### config.mk
export PLATFORM = sky130hd
export DESIGN_NAME = apb_cmd_master_flat
export DESIGN_NICKNAME = d
export VERILOG_FILES = /design/src/rtl/apb_cmd_pkg.sv /design/src/rtl/apb_cmd_master_if.sv /design/src/rtl/apb_cmd_fifo.sv /design/src/rtl/apb_cmd_master.sv /design/src/flat_wrapper.sv
export SDC_FILE = /design/constraint.sdc
export NUM_CORES = 1
export LEC_CHECK = 0
export CORE_UTILIZATION = 48
export CTS_BUF_LIST = sky130_fd_sc_hd__clkbuf_8 sky130_fd_sc_hd__clkbuf_16
export DETAILED_ROUTE_END_ITERATION = 8
export PLACE_DENSITY = 0.74
export SLEW_MARGIN = 20
export SYNTH_ARGS = -nofsm -noshare
export SYNTH_HDL_FRONTEND = slang
export SYNTH_HIERARCHICAL = 1
export SYNTH_SLANG_ARGS = --single-unit
### constraint.sdc
create_clock -name apb_pclk -period 2.69 [get_ports apb_pclk]
set_input_delay 0.4035 -clock apb_pclk [delete_from_list [all_inputs] [get_ports apb_pclk]]
set_output_delay 0.4035 -clock apb_pclk [all_outputs]
set_load 0.02 [all_outputs]
### src/rtl/apb_cmd_pkg.sv
// Shared types for the queued APB command master: bus FSM states and the
// command record held in the FIFO.
package apb_cmd_pkg;

  typedef enum logic [1:0] {
    IDLE   = 2'd0,
    SETUP  = 2'd1,
    ACCESS = 2'd2
  } state_e;

  localparam int CMD_ADDR_W = 8;
  localparam int CMD_DATA_W = 8;

  typedef struct packed {
    logic                  write;
    logic [CMD_ADDR_W-1:0] addr;
    logic [CMD_DATA_W-1:0] wdata;
  } cmd_t;

  // Packed FIFO entry width: {write, addr, wdata}
  function automatic int cmd_width(input int aw, input int dw);
    return 1 + aw + dw;
  endfunction

endpackage

### src/rtl/apb_cmd_master_if.sv
// Command/response and APB bus signals of apb_cmd_master; master is the
// block's own view, slave is the view of whatever sits around it.
interface apb_cmd_master_if #(
  parameter int ADDR_W = 8,
  parameter int DATA_W = 8
);
  logic              cmd_valid;
  logic              cmd_ready;
  logic              cmd_write;
  logic [ADDR_W-1:0] cmd_addr;
  logic [DATA_W-1:0] cmd_wdata;
  logic              rsp_valid;
  logic [DATA_W-1:0] rsp_rdata;
  logic              rsp_err;
  logic              busy;
  logic              apb_psel;
  logic              apb_penable;
  logic              apb_pwrite;
  logic [ADDR_W-1:0] apb_paddress;
  logic [DATA_W-1:0] apb_pwdata;
  logic [DATA_W-1:0] apb_prdata;
  logic              apb_pready;

  modport master (
    input  cmd_valid, cmd_write, cmd_addr, cmd_wdata, apb_prdata, apb_pready,
    output cmd_ready, rsp_valid, rsp_rdata, rsp_err, busy,
           apb_psel, apb_penable, apb_pwrite, apb_paddress, apb_pwdata
  );

  modport slave (
    output cmd_valid, cmd_write, cmd_addr, cmd_wdata, apb_prdata, apb_pready,
    input  cmd_ready, rsp_valid, rsp_rdata, rsp_err, busy,
           apb_psel, apb_penable, apb_pwrite, apb_paddress, apb_pwdata
  );
endinterface

### src/rtl/apb_cmd_fifo.sv
// Synchronous command FIFO; pointers carry an extra wrap bit so full and
// empty are distinguished without a separate count.
module apb_cmd_fifo #(
  parameter int WIDTH = 17,
  parameter int DEPTH = 4
) (
  input  logic             apb_pclk,
  input  logic             resetn,
  input  logic             push,
  input  logic [WIDTH-1:0] wdata,
  input  logic             pop,
  output logic [WIDTH-1:0] rdata,
  output logic             full,
  output logic             empty
);
  localparam int AW = $clog2(DEPTH);

  logic [AW:0]      wr_ptr_q, wr_ptr_d;
  logic [AW:0]      rd_ptr_q, rd_ptr_d;
  logic [WIDTH-1:0] mem_q [DEPTH];
  logic [WIDTH-1:0] mem_d [DEPTH];
  logic             push_ok, pop_ok;

  assign empty   = (wr_ptr_q == rd_ptr_q);
  assign full    = (wr_ptr_q[AW] != rd_ptr_q[AW]) &&
                   (wr_ptr_q[AW-1:0] == rd_ptr_q[AW-1:0]);
  assign push_ok = push && !full;
  assign pop_ok  = pop && !empty;
  assign rdata   = mem_q[rd_ptr_q[AW-1:0]];

  always_comb begin
    mem_d    = mem_q;
    wr_ptr_d = wr_ptr_q + {{AW{1'b0}}, push_ok};
    rd_ptr_d = rd_ptr_q + {{AW{1'b0}}, pop_ok};
    if (push_ok) mem_d[wr_ptr_q[AW-1:0]] = wdata;
  end

  always_ff @(posedge apb_pclk) begin
    mem_q <= mem_d;
    if (!resetn) begin
      wr_ptr_q <= '0;
      rd_ptr_q <= '0;
    end else begin
      wr_ptr_q <= wr_ptr_d;
      rd_ptr_q <= rd_ptr_d;
    end
  end

endmodule

### src/rtl/apb_cmd_master.sv
// Queued APB master: pops commands from the FIFO, runs SETUP/ACCESS with
// wait-state and timeout handling, and returns one response per command.
module apb_cmd_master
  import apb_cmd_pkg::*;
#(
  parameter int ADDR_W     = 8,
  parameter int DATA_W     = 8,
  parameter int FIFO_DEPTH = 4,
  parameter int TIMEOUT    = 16
) (
  input logic         apb_pclk,
  input logic         resetn,
  apb_cmd_master_if.master bus
);
  localparam int            CW      = cmd_width(ADDR_W, DATA_W);
  localparam int            TW      = $clog2(TIMEOUT);
  localparam logic [TW-1:0] TO_LAST = TW'(TIMEOUT - 1);

  state_e            state_q, state_d;
  logic [TW-1:0]     cnt_q, cnt_d;
  logic              psel_q, psel_d, pen_q, pen_d, pwrite_q, pwrite_d;
  logic [ADDR_W-1:0] paddr_q, paddr_d;
  logic [DATA_W-1:0] pwdata_q, pwdata_d;
  logic              rsp_valid_q, rsp_valid_d, rsp_err_q, rsp_err_d;
  logic [DATA_W-1:0] rsp_rdata_q, rsp_rdata_d;

  logic [CW-1:0]     head;
  logic              head_write;
  logic [ADDR_W-1:0] head_addr;
  logic [DATA_W-1:0] head_wdata;
  logic              pop, done, full, empty;

  apb_cmd_fifo #(.WIDTH(CW), .DEPTH(FIFO_DEPTH)) u_fifo (
    .apb_pclk (apb_pclk),
    .resetn   (resetn),
    .push     (bus.cmd_valid),
    .wdata    ({bus.cmd_write, bus.cmd_addr, bus.cmd_wdata}),
    .pop      (pop),
    .rdata    (head),
    .full     (full),
    .empty    (empty)
  );

  assign {head_write, head_addr, head_wdata} = head;

  always_comb begin
    state_d     = state_q;
    cnt_d       = cnt_q;
    psel_d      = psel_q;
    pen_d       = pen_q;
    pwrite_d    = pwrite_q;
    paddr_d     = paddr_q;
    pwdata_d    = pwdata_q;
    rsp_valid_d = 1'b0;
    rsp_err_d   = 1'b0;
    rsp_rdata_d = '0;
    pop         = 1'b0;
    done        = 1'b0;

    unique case (state_q)
      IDLE: begin
        psel_d = 1'b0;
        pen_d  = 1'b0;
      end
      SETUP: begin
        pen_d   = 1'b1;
        state_d = ACCESS;
      end
      ACCESS: begin
        if (bus.apb_pready) begin
          done        = 1'b1;
          rsp_valid_d = 1'b1;
          rsp_rdata_d = pwrite_q ? '0 : bus.apb_prdata;
        end else if (cnt_q == TO_LAST) begin
          done        = 1'b1;
          rsp_valid_d = 1'b1;
          rsp_err_d   = 1'b1;
        end else begin
          cnt_d = cnt_q + 1'b1;
        end
        if (done) begin
          state_d = IDLE;
          psel_d  = 1'b0;
          pen_d   = 1'b0;
        end
      end
      default: state_d = IDLE;
    endcase

    // Completion chains straight into the next SETUP when work is queued
    if ((state_q == IDLE || done) && !empty) begin
      pop      = 1'b1;
      state_d  = SETUP;
      psel_d   = 1'b1;
      pen_d    = 1'b0;
      cnt_d    = '0;
      pwrite_d = head_write;
      paddr_d  = head_addr;
      pwdata_d = head_wdata;
    end
  end

  always_ff @(posedge apb_pclk) begin
    if (!resetn) begin
      state_q     <= IDLE;
      cnt_q       <= '0;
      psel_q      <= 1'b0;
      pen_q       <= 1'b0;
      pwrite_q    <= 1'b0;
      paddr_q     <= '0;
      pwdata_q    <= '0;
      rsp_valid_q <= 1'b0;
      rsp_err_q   <= 1'b0;
      rsp_rdata_q <= '0;
    end else begin
      state_q     <= state_d;
      cnt_q       <= cnt_d;
      psel_q      <= psel_d;
      pen_q       <= pen_d;
      pwrite_q    <= pwrite_d;
      paddr_q     <= paddr_d;
      pwdata_q    <= pwdata_d;
      rsp_valid_q <= rsp_valid_d;
      rsp_err_q   <= rsp_err_d;
      rsp_rdata_q <= rsp_rdata_d;
    end
  end

  assign bus.cmd_ready    = !full;
  assign bus.busy         = !empty || (state_q != IDLE);
  assign bus.apb_psel     = psel_q;
  assign bus.apb_penable  = pen_q;
  assign bus.apb_pwrite   = pwrite_q;
  assign bus.apb_paddress = paddr_q;
  assign bus.apb_pwdata   = pwdata_q;
  assign bus.rsp_valid    = rsp_valid_q;
  assign bus.rsp_err      = rsp_err_q;
  assign bus.rsp_rdata    = rsp_rdata_q;

endmodule

### src/flat_wrapper.sv
// flat-port wrapper written by rule: the top's interface ports become plain ports
module apb_cmd_master_flat import apb_cmd_pkg::*;
#(
  parameter int ADDR_W     = 8,
  parameter int DATA_W     = 8,
  parameter int FIFO_DEPTH = 4,
  parameter int TIMEOUT    = 16
)
  (apb_pclk, resetn, bus_cmd_valid, bus_cmd_write, bus_cmd_addr, bus_cmd_wdata, bus_apb_prdata, bus_apb_pready, bus_cmd_ready, bus_rsp_valid, bus_rsp_rdata, bus_rsp_err, bus_busy, bus_apb_psel, bus_apb_penable, bus_apb_pwrite, bus_apb_paddress, bus_apb_pwdata);
  apb_cmd_master_if #(.ADDR_W(ADDR_W), .DATA_W(DATA_W)) bus_i ();
  input logic apb_pclk;
  input logic resetn;
  input wire logic [$bits(bus_i.cmd_valid)-1:0] bus_cmd_valid;
  input wire logic [$bits(bus_i.cmd_write)-1:0] bus_cmd_write;
  input wire logic [$bits(bus_i.cmd_addr)-1:0] bus_cmd_addr;
  input wire logic [$bits(bus_i.cmd_wdata)-1:0] bus_cmd_wdata;
  input wire logic [$bits(bus_i.apb_prdata)-1:0] bus_apb_prdata;
  input wire logic [$bits(bus_i.apb_pready)-1:0] bus_apb_pready;
  output wire logic [$bits(bus_i.cmd_ready)-1:0] bus_cmd_ready;
  output wire logic [$bits(bus_i.rsp_valid)-1:0] bus_rsp_valid;
  output wire logic [$bits(bus_i.rsp_rdata)-1:0] bus_rsp_rdata;
  output wire logic [$bits(bus_i.rsp_err)-1:0] bus_rsp_err;
  output wire logic [$bits(bus_i.busy)-1:0] bus_busy;
  output wire logic [$bits(bus_i.apb_psel)-1:0] bus_apb_psel;
  output wire logic [$bits(bus_i.apb_penable)-1:0] bus_apb_penable;
  output wire logic [$bits(bus_i.apb_pwrite)-1:0] bus_apb_pwrite;
  output wire logic [$bits(bus_i.apb_paddress)-1:0] bus_apb_paddress;
  output wire logic [$bits(bus_i.apb_pwdata)-1:0] bus_apb_pwdata;
  assign bus_i.cmd_valid = bus_cmd_valid;
  assign bus_i.cmd_write = bus_cmd_write;
  assign bus_i.cmd_addr = bus_cmd_addr;
  assign bus_i.cmd_wdata = bus_cmd_wdata;
  assign bus_i.apb_prdata = bus_apb_prdata;
  assign bus_i.apb_pready = bus_apb_pready;
  assign bus_cmd_ready = bus_i.cmd_ready;
  assign bus_rsp_valid = bus_i.rsp_valid;
  assign bus_rsp_rdata = bus_i.rsp_rdata;
  assign bus_rsp_err = bus_i.rsp_err;
  assign bus_busy = bus_i.busy;
  assign bus_apb_psel = bus_i.apb_psel;
  assign bus_apb_penable = bus_i.apb_penable;
  assign bus_apb_pwrite = bus_i.apb_pwrite;
  assign bus_apb_paddress = bus_i.apb_paddress;
  assign bus_apb_pwdata = bus_i.apb_pwdata;
  apb_cmd_master #(.ADDR_W(ADDR_W), .DATA_W(DATA_W), .FIFO_DEPTH(FIFO_DEPTH), .TIMEOUT(TIMEOUT)) u_core (.apb_pclk(apb_pclk), .resetn(resetn), .bus(bus_i));
endmodule
==> impl_metrics.toml, run 1 <==
[outcome]
outcome = "completed"

[clock_tree]
clk_root_buffer_cell = "clkbuf_8"
clock_latency_ps = 370
cts_made_buffers = 9
cts_tree = "done"
cts.clk_slew.worst_paths_ps = 100
cts_setup_buffers = 0
holdBufCountCts = 0
cts.path.max_buffers = 2
htreeDepth = 3
cts.sinks = 109

[synth]
synth-edff-count = 68
syn_area_sq_mm = 0.00420
synth_top_cell_area_share_pct = 48.6
yosysMostFrequentCell = "edfxtp_1"
yosysUniqueCellTypes = 39
synth_commonest_cells = "edfxtp_1 (68), dfxtp_1 (41), nand2_1 (36)"
synth_top_area_cell = "edfxtp_1"
ys_seq_area_share_pct = 68.2
synthesis.nets = 297
ys.flop_type = "edfxtp_1"
synthArstFlopShare_pct = 0
synth-seq-cells = 109
ys_warn_count = 6
syn_avg_cell_area_sq_um = 16.0
synth.area.top_cells = "edfxtp_1 (49%), dfxtp_1 (20%), mux4_1 (5.0%)"
syn_inst = 263

[worst_hold_path]
hold_path_end = "u_core/bus.apb_pwdata[4]"
min_path_cells = 2
hold_class = "reg2reg"
hold_start = "u_core/bus.apb_pwdata[4]"

[global_routing]
grt_max_degree = 45
grtUsageTotal_pct = 17.7
gr-total-overflow = 0
grt_pass1_wl_mm = 11.6
grt_pass1_vias = 2444
antenna_found_initial = 0

[critical_path]
worst-setup-path-type = "reg2out"
r2r_cells = 8
setup.worst_path.start_class = "flip-flop"
reg2reg_slack_ps = 560
crit_required_ps = 2290
crit_chain = "xor2_1 > nor3_2 > inv_1 > or3_2 > clkdlybuf4s50_1"
reg2reg_to = "u_core/u_fifo/rd_ptr_q[2]"
cp_slowest_cell = "clkdlybuf4s50_1"
cp.arrival_ps = 2160
timing.rr.start = "u_core/cnt_q[0]"
crit_path_max_fanout = 2
cp_slowest_stage_delay_ps = 550
critPathCaptureType = "primary output"

[detailed_routing]
dr.pass1.iters = 6
antenna_left = 0
drc = 0
routed_wl_mm = 7.30
viasPerCell = 5.33
drt-initial-drc-count = 53
routedWlPerCell_microns = 16.5
dr_total_vias = 2360

[sta]
maxSlewViolCount = 0
tns_ps = 0
min_period_ps = 2560
finClkSkew_ps = 13.1
slew_headroom_pct = 64.2
fmax_mhz = 390
finalHoldViolCount = 0
rsz0062_at_grt = "false"
timing.final.crit_share_pct = 95.2
setup_viol = 0
worst_slew_pin_slew_ps = 534

[die]
coreArea_sq_mm = 0.00834
die_w_microns = 95.5
die_h_microns = 95.5
num_io_pins = 60
rows = 33
die_area_sq_mm = 0.00912
start_util_pct = 50.3

[cells_and_area]
area_growth_syn_to_layout_pct = 22.9
post-route-util_pct = 61.8
num-nets-final = 368
fill_cells = 633
fin_cells = 443
drive_gt1_share_pct = 14.8
antenna_cells = 0

[power]
peakVddDrop_mv = 0.485
power.density_mw_per_mm2 = 836
p_leak_nw = 1.83

[placed_design]
dp.cells = 428
gp_congestion = 0.715
hpwlAfterDp_mm = 4.57
port_buffers = 59

[run]
cap_violations = 0
-- registers in the layout (all words and copies together) (netlist names), 2 cells and up --
signal	cells
u_core/bus.apb_pwdata	8
u_core/cnt_q	4
u_core/u_fifo/mem_q	68
u_core/u_fifo/rd_ptr_q	3
u_core/bus.apb_paddress	8
u_core/u_fifo/wr_ptr_q	3
u_core/bus.rsp_rdata	8
u_core/state_q	2
-- cells in the final DEF, fill, tap and decap left out, types with 4 or more instances in the layout --
| master | n |
|---|---|
| edfxtp_1 | 68 |
| xor2_1 | 5 |
| mux4_1 | 8 |
| ha_1 | 5 |
| dfxtp_1 | 39 |
| clkbuf_8 | 9 |
| and2_1 | 15 |
| buf_4 | 12 |
| mux4_2 | 9 |
| nand3_1 | 4 |
| nand2_1 | 36 |
| mux2i_1 | 17 |
| clkdlybuf4s50_1 | 59 |
| inv_1 | 5 |
-- critical path, delay by kind of cell (launching register included) --
| family | cells | cell delay (ps) |
|---|---|---|
| buffers and inverters | 2 | 620 |
| XOR/XNOR | 1 | 190 |
| AND/OR/NAND/NOR | 2 | 640 |
| flip-flops | 1 | 340 |
-- repair_timing --
action	CTS	global route
endpoints found under the hold margin	0	0
resized for setup	2	1
setup endpoints to repair	1	1
-- stage by stage --
stage / setup WS (ps) / total power [mW] / hold slack [ps] / instance area [sq um]
after floorplan: 72.8 / 3.00 / 479 / 4200
after global placement: 404 / 3.43 / 442 / 4970
after detailed placement: 361 / 3.45 / 456 / 4970
after CTS: 44.3 / 4.36 / 471 / 5150
after global routing: 3.71 / 4.53 / 482 / 5160
final: 128 / 4.31 / 465 / 5160
-- power by group --
part           leakage (nW)  switching, mW  internal, mW  total [mW]
Sequential            0.959          0.109          1.97        2.08
Combinational         0.777          0.657         0.669        1.33
Clock                0.0939          0.551         0.351       0.902
-- final cells by class --
type | count | area (sq um) | area share (%)
tap | 105 | 131 | 2.55
clock inverter | 6 | 53.8 | 1.04
sequential | 109 | 2870 | 55.6
inverter | 5 | 18.8 | 0.364
multi-input combinational | 137 | 1260 | 24.5
clock buffer | 9 | 124 | 2.40
timing repair buffer | 72 | 701 | 13.6
-- cell families after synthesis --
family | synth area share, %
flops | 68.2
simple gates | 8.67
mux | 13.9
compound gates | 3.61
buf+inv | 2.68
xor+xnor | 1.46
fa+ha+maj | 1.49
-- routing by layer --
| metal | track usage (%) | vias to the layer above | wire [microns] |
|---|---|---|---|
| li1 | - | 1134 | - |
| met1 | 20.1 | 1152 | 3040 |
| met2 | 31.0 | 61 | 3760 |
| met3 | 5.18 | 13 | 390 |
| met4 | 7.46 | 0 | 113 |
| met5 | 0 | - | 0 |
-- worst max path at each step --
| stage | startpoint | to | slack, ps | depth (start not counted) |
|---|---|---|---|---|
| detailed placement | bus_apb_pready | u_core/u_fifo/rd_ptr_q[2] | 360 | 8 |
| global placement | u_core/u_fifo/wr_ptr_q[0] | bus_busy | 400 | 5 |
| global route | u_core/u_fifo/rd_ptr_q[2] | bus_busy | 4 | 5 |
| floorplan | u_core/u_fifo/rd_ptr_q[1] | u_core/u_fifo/mem_q[17] | 70 | 3 |
| finish | u_core/u_fifo/rd_ptr_q[2] | bus_busy | 130 | 5 |
| CTS | u_core/u_fifo/rd_ptr_q[2] | bus_busy | 40 | 5 |
Power figures use the tool's default switching activity.
==> run 2, diff against run 1 <==
--- a/config.mk
+++ b/config.mk
@@ -8,7 +8,7 @@
 export CORE_UTILIZATION = 48
 export CTS_BUF_LIST = sky130_fd_sc_hd__clkbuf_8 sky130_fd_sc_hd__clkbuf_16
 export DETAILED_ROUTE_END_ITERATION = 8
-export PLACE_DENSITY = 0.74
+export PLACE_DENSITY = 0.79
 export SLEW_MARGIN = 20
 export SYNTH_ARGS = -nofsm -noshare
 export SYNTH_HDL_FRONTEND = slang
==> run 2 against run 1 <==
Net effect:
- sequential power hardly changed
- sequential cell count did not move
- global-route usage is 0.64 points lower
- register-to-register slack improved by 70 ps
- largest power group unchanged
- critical path type unchanged
==> impl_metrics.toml, run 2 (synthesis gave the netlist of run 1 again) <==
[critical_path]
critPathCaptureType = "primary output"
worst-setup-path-type = "reg2out"
critPathTopFamily = "simple AND/OR/NAND/NOR gates"
crit_chain = "xor2_1 > nor3_2 > inv_1 > or3_2 > clkdlybuf4s50_1"
worst-path-buf-inv = 2
cp_slowest_cell = "clkdlybuf4s50_1"
timing.rr.start = "u_core/cnt_q[0]"
setup.worst_path.start_class = "flip-flop"
cp_slowest_stage_delay_ps = 540
reg2reg_slack_ps = 630
r2r_cells = 8
cp.arrival_ps = 2130
reg2reg_to = "u_core/u_fifo/rd_ptr_q[2]"
crit_required_ps = 2290
crit_path_max_fanout = 2

[clock_tree]
cts.sinks = 109
clock_latency_ps = 370
cts.clk_slew.worst_paths_ps = 100
clk_root_buffer_cell = "clkbuf_8"
cts_setup_buffers = 0
cts_tree = "done"
cts.path.max_buffers = 2
htreeDepth = 3
holdBufCountCts = 0
cts_made_buffers = 9

[die]
start_util_pct = 50.3
rows = 33
die_h_microns = 95.5
die_area_sq_mm = 0.00912
coreArea_sq_mm = 0.00834
num_io_pins = 60
die_w_microns = 95.5

[placed_design]
gp_congestion = 0.729
hpwlAfterDp_mm = 4.62
port_buffers = 59
dp.cells = 427
placed_cell_area_sq_mm = 0.00495

[sta]
tns_ps = 0
rsz0062_at_grt = "false"
slew_headroom_pct = 56.0
finClkSkew_ps = 14.1
timing.final.crit_share_pct = 94.1
worst_slew_pin_slew_ps = 656
maxSlewViolCount = 0
holdWs_ps = 462
min_period_ps = 2530
setup_viol = 0
fmax_mhz = 395
finalHoldViolCount = 0

[detailed_routing]
drc = 0
drt-initial-drc-count = 89
dr.pass1.iters = 4
antenna_left = 0
routed_wl_mm = 7.09
routedWlPerCell_microns = 16.0
dr_total_vias = 2357
viasPerCell = 5.32

[cells_and_area]
fin_cells = 443
fin_area_sq_mm = 0.00518
area_growth_syn_to_layout_pct = 23.4
final_common_cell = "edfxtp_1"
largest_reg_flops = 68
drive_gt1_share_pct = 15.1
mostFrequentLayoutCells = "edfxtp_1 (68), clkdlybuf4s50_1 (59), dfxtp_1 (39), nand2_1 (36), mux2i_1 (17)"
num-nets-final = 367
antenna_cells = 0
top_register = "u_core/u_fifo/mem_q"

[worst_hold_path]
min_path_cells = 2
hold_start = "u_core/bus.apb_paddress[0]"
hold_path_end = "u_core/bus.apb_paddress[0]"
hold_class = "reg2reg"

[power]
power.total_mw = 4.40
peakVddDrop_mv = 0.602
power.density_mw_per_mm2 = 849
p_leak_nw = 1.84

[global_routing]
grt_max_degree = 45
antenna_found_initial = 0
grt_pass1_vias = 2309
grtUsageTotal_pct = 17.1
grt_pass1_wl_mm = 11.4
gr-total-overflow = 0

[run]
cap_violations = 0

[outcome]
outcome = "completed"
## run 2: changes by cell type in the layout (fill, tap and decap cells not counted), sizes merged
cell / previous run / this run
bufinv: 0 / 1
buf: 13 / 12
## run 2: layout make-up
cell class,instances,area [sq um]
Fill cell,622,3160
Sequential cell,109,2870
Multi-Input combinational cell,137,1260
Timing Repair Buffer,71,693
Tap cell,105,131
Clock buffer,9,124
Clock inverter,7,88.8
Inverter,5,18.8
## run 2: worst min-delay path: cells and delay by family, from the launching register on
family,cells,cell delay [ps]
flops,1,320
simple gates,1,50
mux,1,50
## run 2: what timing repair did
| action | in CTS | in global routing |
|---|---|---|
| gates resized for setup | 1 | 3 |
| pin swaps | 0 | 0 |
| endpoints found under the setup margin | 1 | 2 |
## run 2: worst max path at each step
stage | from | endpoint | slack (ps) | cells past startpoint
floorplan | u_core/u_fifo/rd_ptr_q[1] | u_core/u_fifo/mem_q[17] | 70 | 3
global placement | bus_apb_pready | u_core/u_fifo/rd_ptr_q[2] | 430 | 8
detailed placement | bus_apb_pready | u_core/u_fifo/rd_ptr_q[2] | 400 | 8
CTS | u_core/u_fifo/wr_ptr_q[0] | bus_busy | 20 | 5
global route | u_core/u_fifo/wr_ptr_q[1] | bus_busy | 20 | 5
finish | u_core/u_fifo/rd_ptr_q[2] | bus_busy | 160 | 5
## run 2: where the power goes
part | internal (mW) | leakage, nW | switching, mW | total (mW)
logic | 0.658 | 0.775 | 0.641 | 1.30
clock network | 0.453 | 0.109 | 0.564 | 1.02
registers | 1.97 | 0.959 | 0.113 | 2.08
## run 2: through the flow
stage	worst slack, ps	utilization (%)
after floorplan	72.8	-
after global placement	433	59.4
after detailed placement	399	59.4
after CTS	24.7	62.0
after global routing	21.6	62.1
final	159	62.1
## run 2: routing by layer
metal / wire [microns] / GRT usage, % / up-vias
li1: - / - / 1135
met1: 2930 / 20.3 / 1155
met2: 3700 / 30.4 / 58
met3: 363 / 4.70 / 9
met4: 89 / 4.48 / 0
met5: 0 / 0 / -
==> run 3, diff against run 2 <==
==> constraint.sdc (replaced) <==
create_clock -name apb_pclk -period 2.2 [get_ports apb_pclk]
set_input_delay 0.33 -clock apb_pclk [delete_from_list [all_inputs] [get_ports apb_pclk]]
set_output_delay 0.33 -clock apb_pclk [all_outputs]
set_load 0.02 [all_outputs]
==> run 3 against run 2 <==
Net effect:
- clock skew fell by 2.4 ps
- die area did not move
- worst hold slack barely moved
- clock-buffer cell count rose by 1
- non-clock buffer count rose by 6
- sequential power rose by 23%
- power rose by 23%
- critical path type unchanged
- critical endpoint unchanged
==> impl_metrics.toml, run 3 (synthesis gave the netlist of run 1 again) <==
[clock_tree]
cts.path.max_buffers = 2
clock_latency_ps = 370
holdBufCountCts = 0
cts_tree = "done"
cts_made_buffers = 9
clk_root_buffer_cell = "clkbuf_8"
htreeDepth = 3
cts.sinks = 109
cts.clk_slew.worst_paths_ps = 100

[die]
rows = 33
die_w_microns = 95.5
die_h_microns = 95.5
start_util_pct = 50.3
coreArea_sq_mm = 0.00834
num_io_pins = 60
die_area_sq_mm = 0.00912

[sta]
setup_viol = 0
maxSlewViolCount = 0
worst_slew_pin_slew_ps = 396
finClkSkew_ps = 11.7
min_period_ps = 2120
setup_ws_ps = 81.2
slew_headroom_pct = 73.6
holdWs_ps = 461
fmax_mhz = 472
finalHoldViolCount = 0
rsz0062_at_grt = "false"
tns_ps = 0
timing.final.crit_share_pct = 96.3

[cells_and_area]
largest_reg_flops = 68
drive_gt1_share_pct = 16.0
antenna_cells = 0
post-route-util_pct = 62.6
top_register = "u_core/u_fifo/mem_q"
mostFrequentLayoutCells = "edfxtp_1 (68), clkdlybuf4s50_1 (57), dfxtp_1 (40), nand2_1 (36), mux2i_1 (17)"
fin_cells = 449
area_growth_syn_to_layout_pct = 24.4
fin_area_sq_mm = 0.00522
num-nets-final = 373
final_common_cell = "edfxtp_1"

[global_routing]
grt_max_degree = 24
grt_pass1_vias = 2349
gr-total-overflow = 0
grtUsageTotal_pct = 18.0
antenna_found_initial = 0
grt_pass1_wl_mm = 11.8

[detailed_routing]
antenna_left = 0
drc = 0
routed_wl_mm = 7.61
routedWlPerCell_microns = 17.0
dr.pass1.iters = 4
dr_total_vias = 2385
viasPerCell = 5.31
drt-initial-drc-count = 135

[critical_path]
worst-setup-path-type = "reg2out"
reg2reg_slack_ps = 230
crit_required_ps = 1870
critPathCaptureType = "primary output"
crit_chain = "xor2_1 > nor3_2 > inv_1 > or3_2 > buf_4"
setup.worst_path.start_class = "flip-flop"
crit_path_max_fanout = 2
cp_slowest_cell = "or3_2"
cp_slowest_stage_delay_ps = 410
cp.arrival_ps = 1790

[power]
p_leak_nw = 1.87
internal_power_mw = 3.75
switchingPower_mw = 1.65
pwr-share-seq_pct = 47.1
comb_power_share_pct = 31.3
peakVddDrop_mv = 0.669
power.total_mw = 5.40
pwr-share-clk_pct = 21.6
power.density_mw_per_mm2 = 1030
swShare_pct = 30.6

[placed_design]
port_buffers = 59
hpwlAfterDp_mm = 5.03
place_ws_ps = 63.7
placed_cell_area_sq_mm = 0.00501
dp.cells = 432
gp_congestion = 0.709

[outcome]
outcome = "completed"

[worst_hold_path]
hold_class = "reg2reg"

[run]
cap_violations = 0
==> run 3: final timing paths <==
path,cells after the start,from,endpoint
min reg2reg,2,u_core/bus.apb_paddress[0],u_core/bus.apb_paddress[0]
min,2,u_core/bus.apb_paddress[0],u_core/bus.apb_paddress[0]
max reg2reg,8,u_core/cnt_q[0],u_core/u_fifo/rd_ptr_q[2]
max,5,u_core/u_fifo/rd_ptr_q[0],bus_busy
==> run 3: what timing repair did <==
action / 4_1_cts / 5_1_grt
resized for setup: 8 / 3
pin swaps: 0 / 1
endpoints found under the setup margin: 2 / 1
setup buffers: 0 / 1
==> run 3: power by group through the flow <==
stage | registers [mW] | logic [mW] | clock network, mW
floorplan | 2.73 | 0.935 | 0
global placement | 2.57 | 1.62 | 0
detailed placement | 2.59 | 1.66 | 0
CTS | 2.55 | 1.69 | 1.19
global route | 2.58 | 1.81 | 1.27
finish | 2.55 | 1.69 | 1.16
==> run 3: cell type report <==
| type | count | area, sq um |
|---|---|---|
| Clock buffer | 10 | 138 |
| Multi-Input combinational cell | 137 | 1250 |
| Timing Repair Buffer | 77 | 763 |
| Clock inverter | 6 | 52.6 |
| Sequential cell | 109 | 2860 |
| Fill cell | 639 | 3120 |
| Tap cell | 105 | 131 |
| Inverter | 5 | 18.8 |
==> run 3: routing by layer <==
layer,GRT usage [%],vias to the layer above,wire (microns)
met5,0,-,0
met3,6.14,6,455
met1,21.2,1157,3250
li1,-,1145,-
met2,31.7,77,3850
met4,4.48,0,58
==> run 3: worst max-delay path: cells and delay by family (launching register included) <==
kind	cells	cell delay, ps
xor gates and xnor gates	1	190
buffers and inverters	2	250
DFF	1	350
and+or+nand+nor	2	630
